$ cat src/rtl/branch_resolve_unit.sv
// Execute-stage branch/jump resolver driving the word-addressed PC redirect port.
// Optional BRANCH_STATS_EN adds saturating branch/taken counters.
module branch_resolve_unit #(
  parameter int XLEN         = 32,
  parameter int PC_SHIFT     = 2,
  parameter int FLUSH_CYCLES = 2
) (
  input  logic            clk,
  input  logic            reset,
  input  logic            ex_valid,
  output logic            ex_ready,
  input  logic [XLEN-1:0] ex_pc,
  input  logic [6:0]      ex_opcode,
  input  logic [2:0]      ex_funct3,
  input  logic [XLEN-1:0] rs1_data,
  input  logic [XLEN-1:0] rs2_data,
  input  logic [XLEN-1:0] ex_imm,
  output logic            jb_enable,
  output logic [XLEN-1:0] jb_value,
  output logic            link_valid,
  output logic [XLEN-1:0] link_value,
`ifdef BRANCH_STATS_EN
  output logic [31:0]     stat_branches,
  output logic [31:0]     stat_taken,
`endif
  output logic            flush
);

  localparam logic [6:0] OP_JAL    = 7'b1101111;
  localparam logic [6:0] OP_JALR   = 7'b1100111;
  localparam logic [6:0] OP_BRANCH = 7'b1100011;
  localparam int         CW        = 4;

  typedef enum logic [1:0] {IDLE, REDIRECT, FLUSH} state_t;

  state_t          state, state_nxt;
  logic [CW-1:0]   cnt, cnt_nxt;
  logic            accept, is_jal, is_jalr, is_br, br_taken, taken;
  logic [XLEN-1:0] off_w, jalr_sum, target;

  assign ex_ready = (state == IDLE);
  assign flush    = (state != IDLE);
  assign accept   = ex_valid & ex_ready;
  assign is_jal   = (ex_opcode == OP_JAL);
  assign is_jalr  = (ex_opcode == OP_JALR);
  assign is_br    = (ex_opcode == OP_BRANCH);

  always_comb begin
    br_taken = 1'b0;
    case (ex_funct3)
      3'b000:  br_taken = (rs1_data == rs2_data);
      3'b001:  br_taken = (rs1_data != rs2_data);
      3'b100:  br_taken = ($signed(rs1_data) <  $signed(rs2_data));
      3'b101:  br_taken = ($signed(rs1_data) >= $signed(rs2_data));
      3'b110:  br_taken = (rs1_data <  rs2_data);
      3'b111:  br_taken = (rs1_data >= rs2_data);
      default: br_taken = 1'b0;
    endcase
  end

  // Byte offsets become word offsets; JALR drops the sub-word bits of the byte target.
  assign off_w    = XLEN'($signed(ex_imm) >>> PC_SHIFT);
  assign jalr_sum = rs1_data + ex_imm;
  assign target   = is_jalr ? (jalr_sum >> PC_SHIFT) : (ex_pc + off_w);
  assign taken    = accept & (is_jal | is_jalr | (is_br & br_taken));

  always_comb begin
    state_nxt = state;
    cnt_nxt   = cnt;
    case (state)
      IDLE:     if (taken) state_nxt = REDIRECT;
      REDIRECT: begin
        state_nxt = FLUSH;
        cnt_nxt   = CW'(FLUSH_CYCLES - 1);
      end
      FLUSH: begin
        if (cnt == '0) state_nxt = IDLE;
        else           cnt_nxt   = cnt - 1'b1;
      end
      default:  state_nxt = IDLE;
    endcase
  end

  always_ff @(posedge clk or posedge reset) begin
    if (reset) begin
      state <= IDLE;
      cnt   <= '0;
    end else begin
      state <= state_nxt;
      cnt   <= cnt_nxt;
    end
  end

  always_ff @(posedge clk or posedge reset) begin
    if (reset) begin
      jb_enable  <= 1'b0;
      jb_value   <= '0;
      link_valid <= 1'b0;
      link_value <= '0;
    end else begin
      jb_enable  <= taken;
      link_valid <= accept & (is_jal | is_jalr);
      if (taken) jb_value <= target;
      if (accept & (is_jal | is_jalr)) link_value <= ex_pc + 1'b1;
    end
  end

`ifdef BRANCH_STATS_EN
  always_ff @(posedge clk or posedge reset) begin
    if (reset) begin
      stat_branches <= '0;
      stat_taken    <= '0;
    end else begin
      if (accept & is_br & (stat_branches != '1))
        stat_branches <= stat_branches + 1'b1;
      if (accept & is_br & br_taken & (stat_taken != '1))
        stat_taken <= stat_taken + 1'b1;
    end
  end
`endif

endmodule

$ cat config.mk
export PLATFORM = sky130hd
export DESIGN_NAME = branch_resolve_unit
export DESIGN_NICKNAME = d
export VERILOG_FILES = /design/src/rtl/branch_resolve_unit.sv
export SDC_FILE = /design/constraint.sdc
export NUM_CORES = 1
export LEC_CHECK = 0
export CAP_MARGIN = 20
export CORE_MARGIN = 2
export CORE_UTILIZATION = 35
export CTS_CLUSTER_SIZE = 24
export DETAILED_ROUTE_END_ITERATION = 16
export MAX_ROUTING_LAYER = met4
export SKIP_LAST_GASP = 1
export SYNTH_ARGS = -nofsm -noshare
export SYNTH_HDL_FRONTEND = slang
export SYNTH_SLANG_ARGS = --single-unit
$ cat constraint.sdc
create_clock -name clk -period 5.4 [get_ports clk]
set_input_delay 1.35 -clock clk [delete_from_list [all_inputs] [get_ports clk]]
set_output_delay 1.35 -clock clk [all_outputs]
set_load 0.02 [all_outputs]
==> results.cfg, run 1 <==
[synthesis]
avgSynthCellArea_sq_um = 8.26
synth_nets = 1093
synth_seq_cells = 72
synth_top_area_frac = 0.255
async_flop_share = 1.00
synth.area.top_cells = dfrtp_1 25%, ha_1 17%, a21oi_1 5.4%
synth_flop_cell = dfrtp_1
ys_seq_area_frac = 0.255
yosys.area.top_type = dfrtp_1
ys_warn_count = 0
syn-instance-count = 856
netlist_area_sq_mm = 0.00707
synth_cell_type_count = 66
synth_edf_count = 0

[final_layout]
fin_nets = 1299
final_util = 0.500
drive_above_1_share = 0.0487
layout_common_cells = 208 x clkdlybuf4s50_1, 95 x nand2_1, 95 x ha_1
fillers = 1932
seqCellArea_sq_mm = 0.00180
final_area_sq_mm = 0.00982
diodes = 0
multiInputGateArea_sq_mm = 0.00495
final_common_cell = clkdlybuf4s50_1
area_delta_synth_final_pct = 39.0

[timing]
hold_viol_final = 0
timing.fmax_ghz = 0.222
fin_crit_sh = 0.833
hold_ws_ps = 474
rsz0062_at_grt = no
drv_slew = 0
slew-limit-headroom = 0.425
tns_ps = 0
fin_worst_skew_ps = 3.52
worstMarginPinSlew_ps = 863
finalSetupViolations = 0
period_minus_slack_ps = 4500

[global_routing]
top_usage_layer = met2
grt_use_total = 0.219
grt_max_degree = 64
grt_util_met2 = 0.348
grt_pass1_vias = 6816
grtUsageMet3 = 0.0256
use_met1 = 0.290
grt_first_pass_wirelength_um = 35900
grt_antenna_before_repair = 0
grt-ovfl-total = 0

[critical_path]
end_kind = flop
cp_common_cell = a21oi_1
arrival_ps = 4720
cp-startpoint = ex_pc[6]
worstPathCellList = clkdlybuf4s50_1 -> ha_1 -> a2111oi_0 -> o21ai_0 -> nand3_1 -> a21oi_1 -> o21ai_1 -> a21oi_1 -> o41a_1 -> or2_0 -> a31oi_1 -> a2bb2oi_1
slowest_stage = clkdlybuf4s50_1
worst_setup_path_start_kind = primary input
cpPeakStageDelay_ps = 540
crit_type = primary input to flop
worstPathRequired_ps = 5620
path_max_fanout = 6
r2r-start = state[1]

[clocking]
cts_sinks = 72
root_buffer = clkbuf_16
htree_levels = 3
clk_pin_slew_worst_paths_ps = 60
ctsLongestPathBuffers = 2
clock_latency_ps = 340
post_cts_buffers = 0
cts_tree = yes
ctsHoldBuffers = 0
cts_buffers = 9
ctsResizeCount = 0

[floorplanning]
die_w_um = 146
core_area_sq_mm = 0.0197
fp.dieArea_sq_mm = 0.0214
io_pins = 209
start_util = 0.360
die_h_um = 146
rows = 51

[detailed_routing]
ant_nets = 0
wirelength_um = 22300
drc = 0
initialDrtViolationCount = 421
wire_per_inst_um = 16.8
routed_via_density = 5.17
first_pass_iters = 4
vias = 6882

[hold_path]
min-delay-start = link_value[3]
hold_class = flop to flop

[placed_design]
place_congestion = 0.904
place_area_sq_mm = 0.00944
numPortBuffers = 208
dpl.hpwl_um = 18400

[status]
status = finished clean

[pwr]
power_leakage_nw = 4.44
vdd_ir_drop_max_mv = 0.114
powerDensity_mw_per_mm2 = 258

[run]
cap_violations = 0
report_power, final:
part,leakage [nW],total [mW],internal [mW],switching (mW)
sequential,0.946,0.714,0.644,0.0698
combinational,3.32,1.07,0.534,0.538
clock,0.174,0.747,0.500,0.247
per-layer routing:
metal	share of wire	vias up
li1	-	3488
met1	0.48	3187
met2	0.46	178
met3	0.039	29
met4	0.020	0
met5	0	-
worst max-delay path: cells and delay by family:
kind,cells,cell delay [ps]
AND/OR/NAND/NOR,2,410
AO/OA/AOI/OAI,8,1960
buffers and inverters,1,540
adder cells (fa/ha/maj),1,440
cell families (layout without fill, tap and decap cells):
logic type	after synthesis	after routing	synth area share
AO/OA/AOI/OAI	250	250	0.225
XOR/XNOR	80	80	0.0991
adder cells (fa/ha/maj)	96	96	0.171
buffers and inverters	79	290	0.0446
flip-flops	72	72	0.255
multiplexers	17	17	0.0312
AND/OR/NAND/NOR	262	262	0.174
cell type report:
class | instances | area share
Clock buffer | 11 | 0.0237
Clock inverter | 5 | 0.0131
Inverter | 57 | 0.0218
Multi-Input combinational cell | 705 | 0.504
Sequential cell | 72 | 0.183
Tap cell | 265 | 0.0337
Timing Repair Buffer | 217 | 0.220
synthesized netlist by cell type (4+ instances only):
cell	count
nor3_1	8
mux2i_1	4
clkbuf_1	19
xnor2_1	39
and3_1	13
dfrtp_1	72
nor2b_1	9
nand4_1	16
nand2b_1	13
and2_1	6
nand3_1	33
a21oi_1	76
inv_1	56
a31oi_1	11
nand2_1	95
o21a_1	6
o21bai_1	4
ha_1	95
a21o_1	23
o211ai_1	11
or3_1	4
mux2_4	9
o21ai_0	73
nor2_1	53
xor2_1	41
flip-flops by register name, summed over array words and instances, names as in the netlist:
register    count
jb_enable       1
jb_value       32
link_value     32
cnt             4
state           2
link_valid      1
stage by stage:
stage / std cells / setup WS, ps / total power, mW
detailed placement: 1315 / 550 / 1.79
finish: 1332 / 901 / 2.53
floorplan: 856 / 1530 / 1.33
global placement: 1315 / 567 / 1.79
CTS: 1331 / 917 / 2.55
global route: 1332 / 628 / 2.68
path summary, 6_finish.rpt:
kind | end | slack, ps | cells after the start
setup / recovery | jb_value[29] | 900 | 12
hold / removal | link_value[3] | 470 | 2
setup reg to reg | jb_value[24] | 3180 | 5
hold reg to reg | link_value[3] | 470 | 2
max in group asynchronous | jb_value[8] | 3440 | 3
min in group asynchronous | link_value[17] | 1280 | 2
Power figures use the tool's default switching activity.
==> run 2: changes to the inputs <==
==> constraint.sdc (replaced) <==
create_clock -name clk -period 3.63 [get_ports clk]
set_input_delay 0.9075 -clock clk [delete_from_list [all_inputs] [get_ports clk]]
set_output_delay 0.9075 -clock clk [all_outputs]
set_load 0.02 [all_outputs]
==> run 2 against run 1 <==
  * Via count rose by 9.2%
  * Cell count is 11% higher
  * Wire length is 10% higher
  * Register-to-register slack worse by 1600 ps
  * Clock skew grew 4.3 ps
  * Die area stayed put
  * Total power is 52% higher
  * Setup slack lost 860 ps
  * Clock-buffer cell count is the same
  * Non-clock buffer count is 145 higher
==> results.cfg, run 2 (same netlist as run 1, synthesis figures left out) <==
[status]
status = finished clean

[floorplanning]
die_h_um = 146
fp.dieArea_sq_mm = 0.0214
io_pins = 209
rows = 51
core_area_sq_mm = 0.0197
die_w_um = 146
start_util = 0.360

[timing]
hold_viol_final = 0
worstMarginPinSlew_ps = 576
tns_ps = 0
fin_worst_skew_ps = 7.83
timing.fmax_ghz = 0.278
rsz0062_at_grt = yes
fin_crit_sh = 0.990
drv_slew = 0
finalSetupViolations = 0
period_minus_slack_ps = 3590
slew-limit-headroom = 0.616

[final_layout]
area_delta_synth_final_pct = 61.4
fillers = 1818
reg_top3 = jb_value (32), link_value (32), cnt (4)
final_common_cell = clkdlybuf4s50_1
layout_common_cells = 174 x clkdlybuf4s50_1, 148 x buf_4, 95 x nand2_1
final_area_sq_mm = 0.0114
fin_nets = 1444
drive_above_1_share = 0.212
diodes = 0

[critical_path]
path_max_fanout = 8
arrival_ps = 3810
r2r_setup_slack_ps = 1550
worst_setup_path_start_kind = primary input
worstPathRequired_ps = 3850
end_kind = flop
crit_type = primary input to flop

[clocking]
cts_sinks = 72
ctsHoldBuffers = 0
ctsLongestPathBuffers = 2
root_buffer = clkbuf_16
cts_buffers = 9
clk_pin_slew_worst_paths_ps = 60
clock_latency_ps = 340
htree_levels = 3
cts_tree = yes

[pwr]
powerDensity_mw_per_mm2 = 338
combPwrFrac = 0.470
seqPwrFrac = 0.277
power_leakage_nw = 5.51
power_frac_clock = 0.253
sw_frac_of_total = 0.349
vdd_ir_drop_max_mv = 0.188
p_int_mw = 2.51
p_switching_mw = 1.35

[global_routing]
grt_use_total = 0.227
grt_first_pass_wirelength_um = 37700
grt-ovfl-total = 0
grt_pass1_vias = 7327
grt_antenna_before_repair = 0
grt_max_degree = 34

[detailed_routing]
initialDrtViolationCount = 332
routed_via_density = 5.09
wire_per_inst_um = 16.7
first_pass_iters = 5
vias = 7512
wirelength_um = 24700
ant_nets = 0
drc = 0

[hold_path]
hold_class = flop to flop

[placed_design]
place_area_sq_mm = 0.0105
place_congestion = 0.874
dpl.hpwl_um = 19800
numPortBuffers = 208

[run]
cap_violations = 0
run 2: what timing repair did:
| item | in CTS | in global routing |
|---|---|---|
| gates cloned | 0 | 3 |
| endpoints found under the setup margin | 33 | 25 |
| pin swaps | 7 | 21 |
| hold endpoints to repair | 0 | 0 |
| setup buffers | 1 | 5 |
| resized for setup | 14 | 95 |
run 2: path summary, 6_finish.rpt:
| kind | cells past startpoint | endpoint | start |
|---|---|---|---|
| min | 2 | link_value[31] | link_value[31] |
| max reg2reg | 5 | jb_value[1] | state[1] |
| max | 13 | jb_value[1] | rs2_data[3] |
| min in group asynchronous | 2 | link_value[29] | reset |
| min reg2reg | 2 | link_value[31] | link_value[31] |
| max in group asynchronous | 3 | link_value[3] | reset |
run 2: metrics by stage:
step,total power [mW],utilization,setup slack [ps],std cells,hold WS (ps)
2_1_floorplan,1.97,-,203,856,497
3_3_place_gp,2.80,0.534,-578,1452,457
3_5_place_dp,2.82,0.534,-590,1452,467
4_1_cts,3.82,0.554,17.5,1469,481
5_1_grt,4.08,0.580,-106,1477,512
6_report,3.86,0.580,37.8,1477,476
run 2: power by group through the flow:
stage | registers [mW] | logic [mW] | clock network, mW
6_report | 1.07 | 1.81 | 0.977
5_1_grt | 1.09 | 1.97 | 1.02
4_1_cts | 1.07 | 1.76 | 0.990
3_5_place_dp | 1.08 | 1.74 | 0
3_3_place_gp | 1.08 | 1.72 | 0
2_1_floorplan | 1.23 | 0.746 | 0
run 2: routing by layer:
metal | global-route usage | vias up | wire length (um)
li1 | - | 3786 | -
met1 | 0.302 | 3525 | 11600
met2 | 0.370 | 177 | 11600
met3 | 0.0294 | 24 | 1030
met4 | 0.0539 | 0 | 430
met5 | - | - | 0
run 2: final cells by class:
| type | instances | area (sq um) | share of cell area |
|---|---|---|---|
| Sequential cell | 72 | 1800 | 0.158 |
| Clock inverter | 5 | 81.3 | 0.00713 |
| Timing Repair Buffer | 362 | 3400 | 0.298 |
| Tap cell | 265 | 332 | 0.0291 |
| Clock buffer | 11 | 233 | 0.0204 |
| Inverter | 57 | 219 | 0.0192 |
| Multi-Input combinational cell | 705 | 5340 | 0.468 |
run 2: worst max-delay path: stages:
cell and delay (ps):
clkdlybuf4s50_1 470, inv_1 50, ha_1 300, a21oi_1 100, a2111o_1 420, o211ai_1 100
buf_4 180, a21oi_4 70, mux2i_1 140, a41o_1 220, o31a_4 370, buf_12 180
mux2_4 290
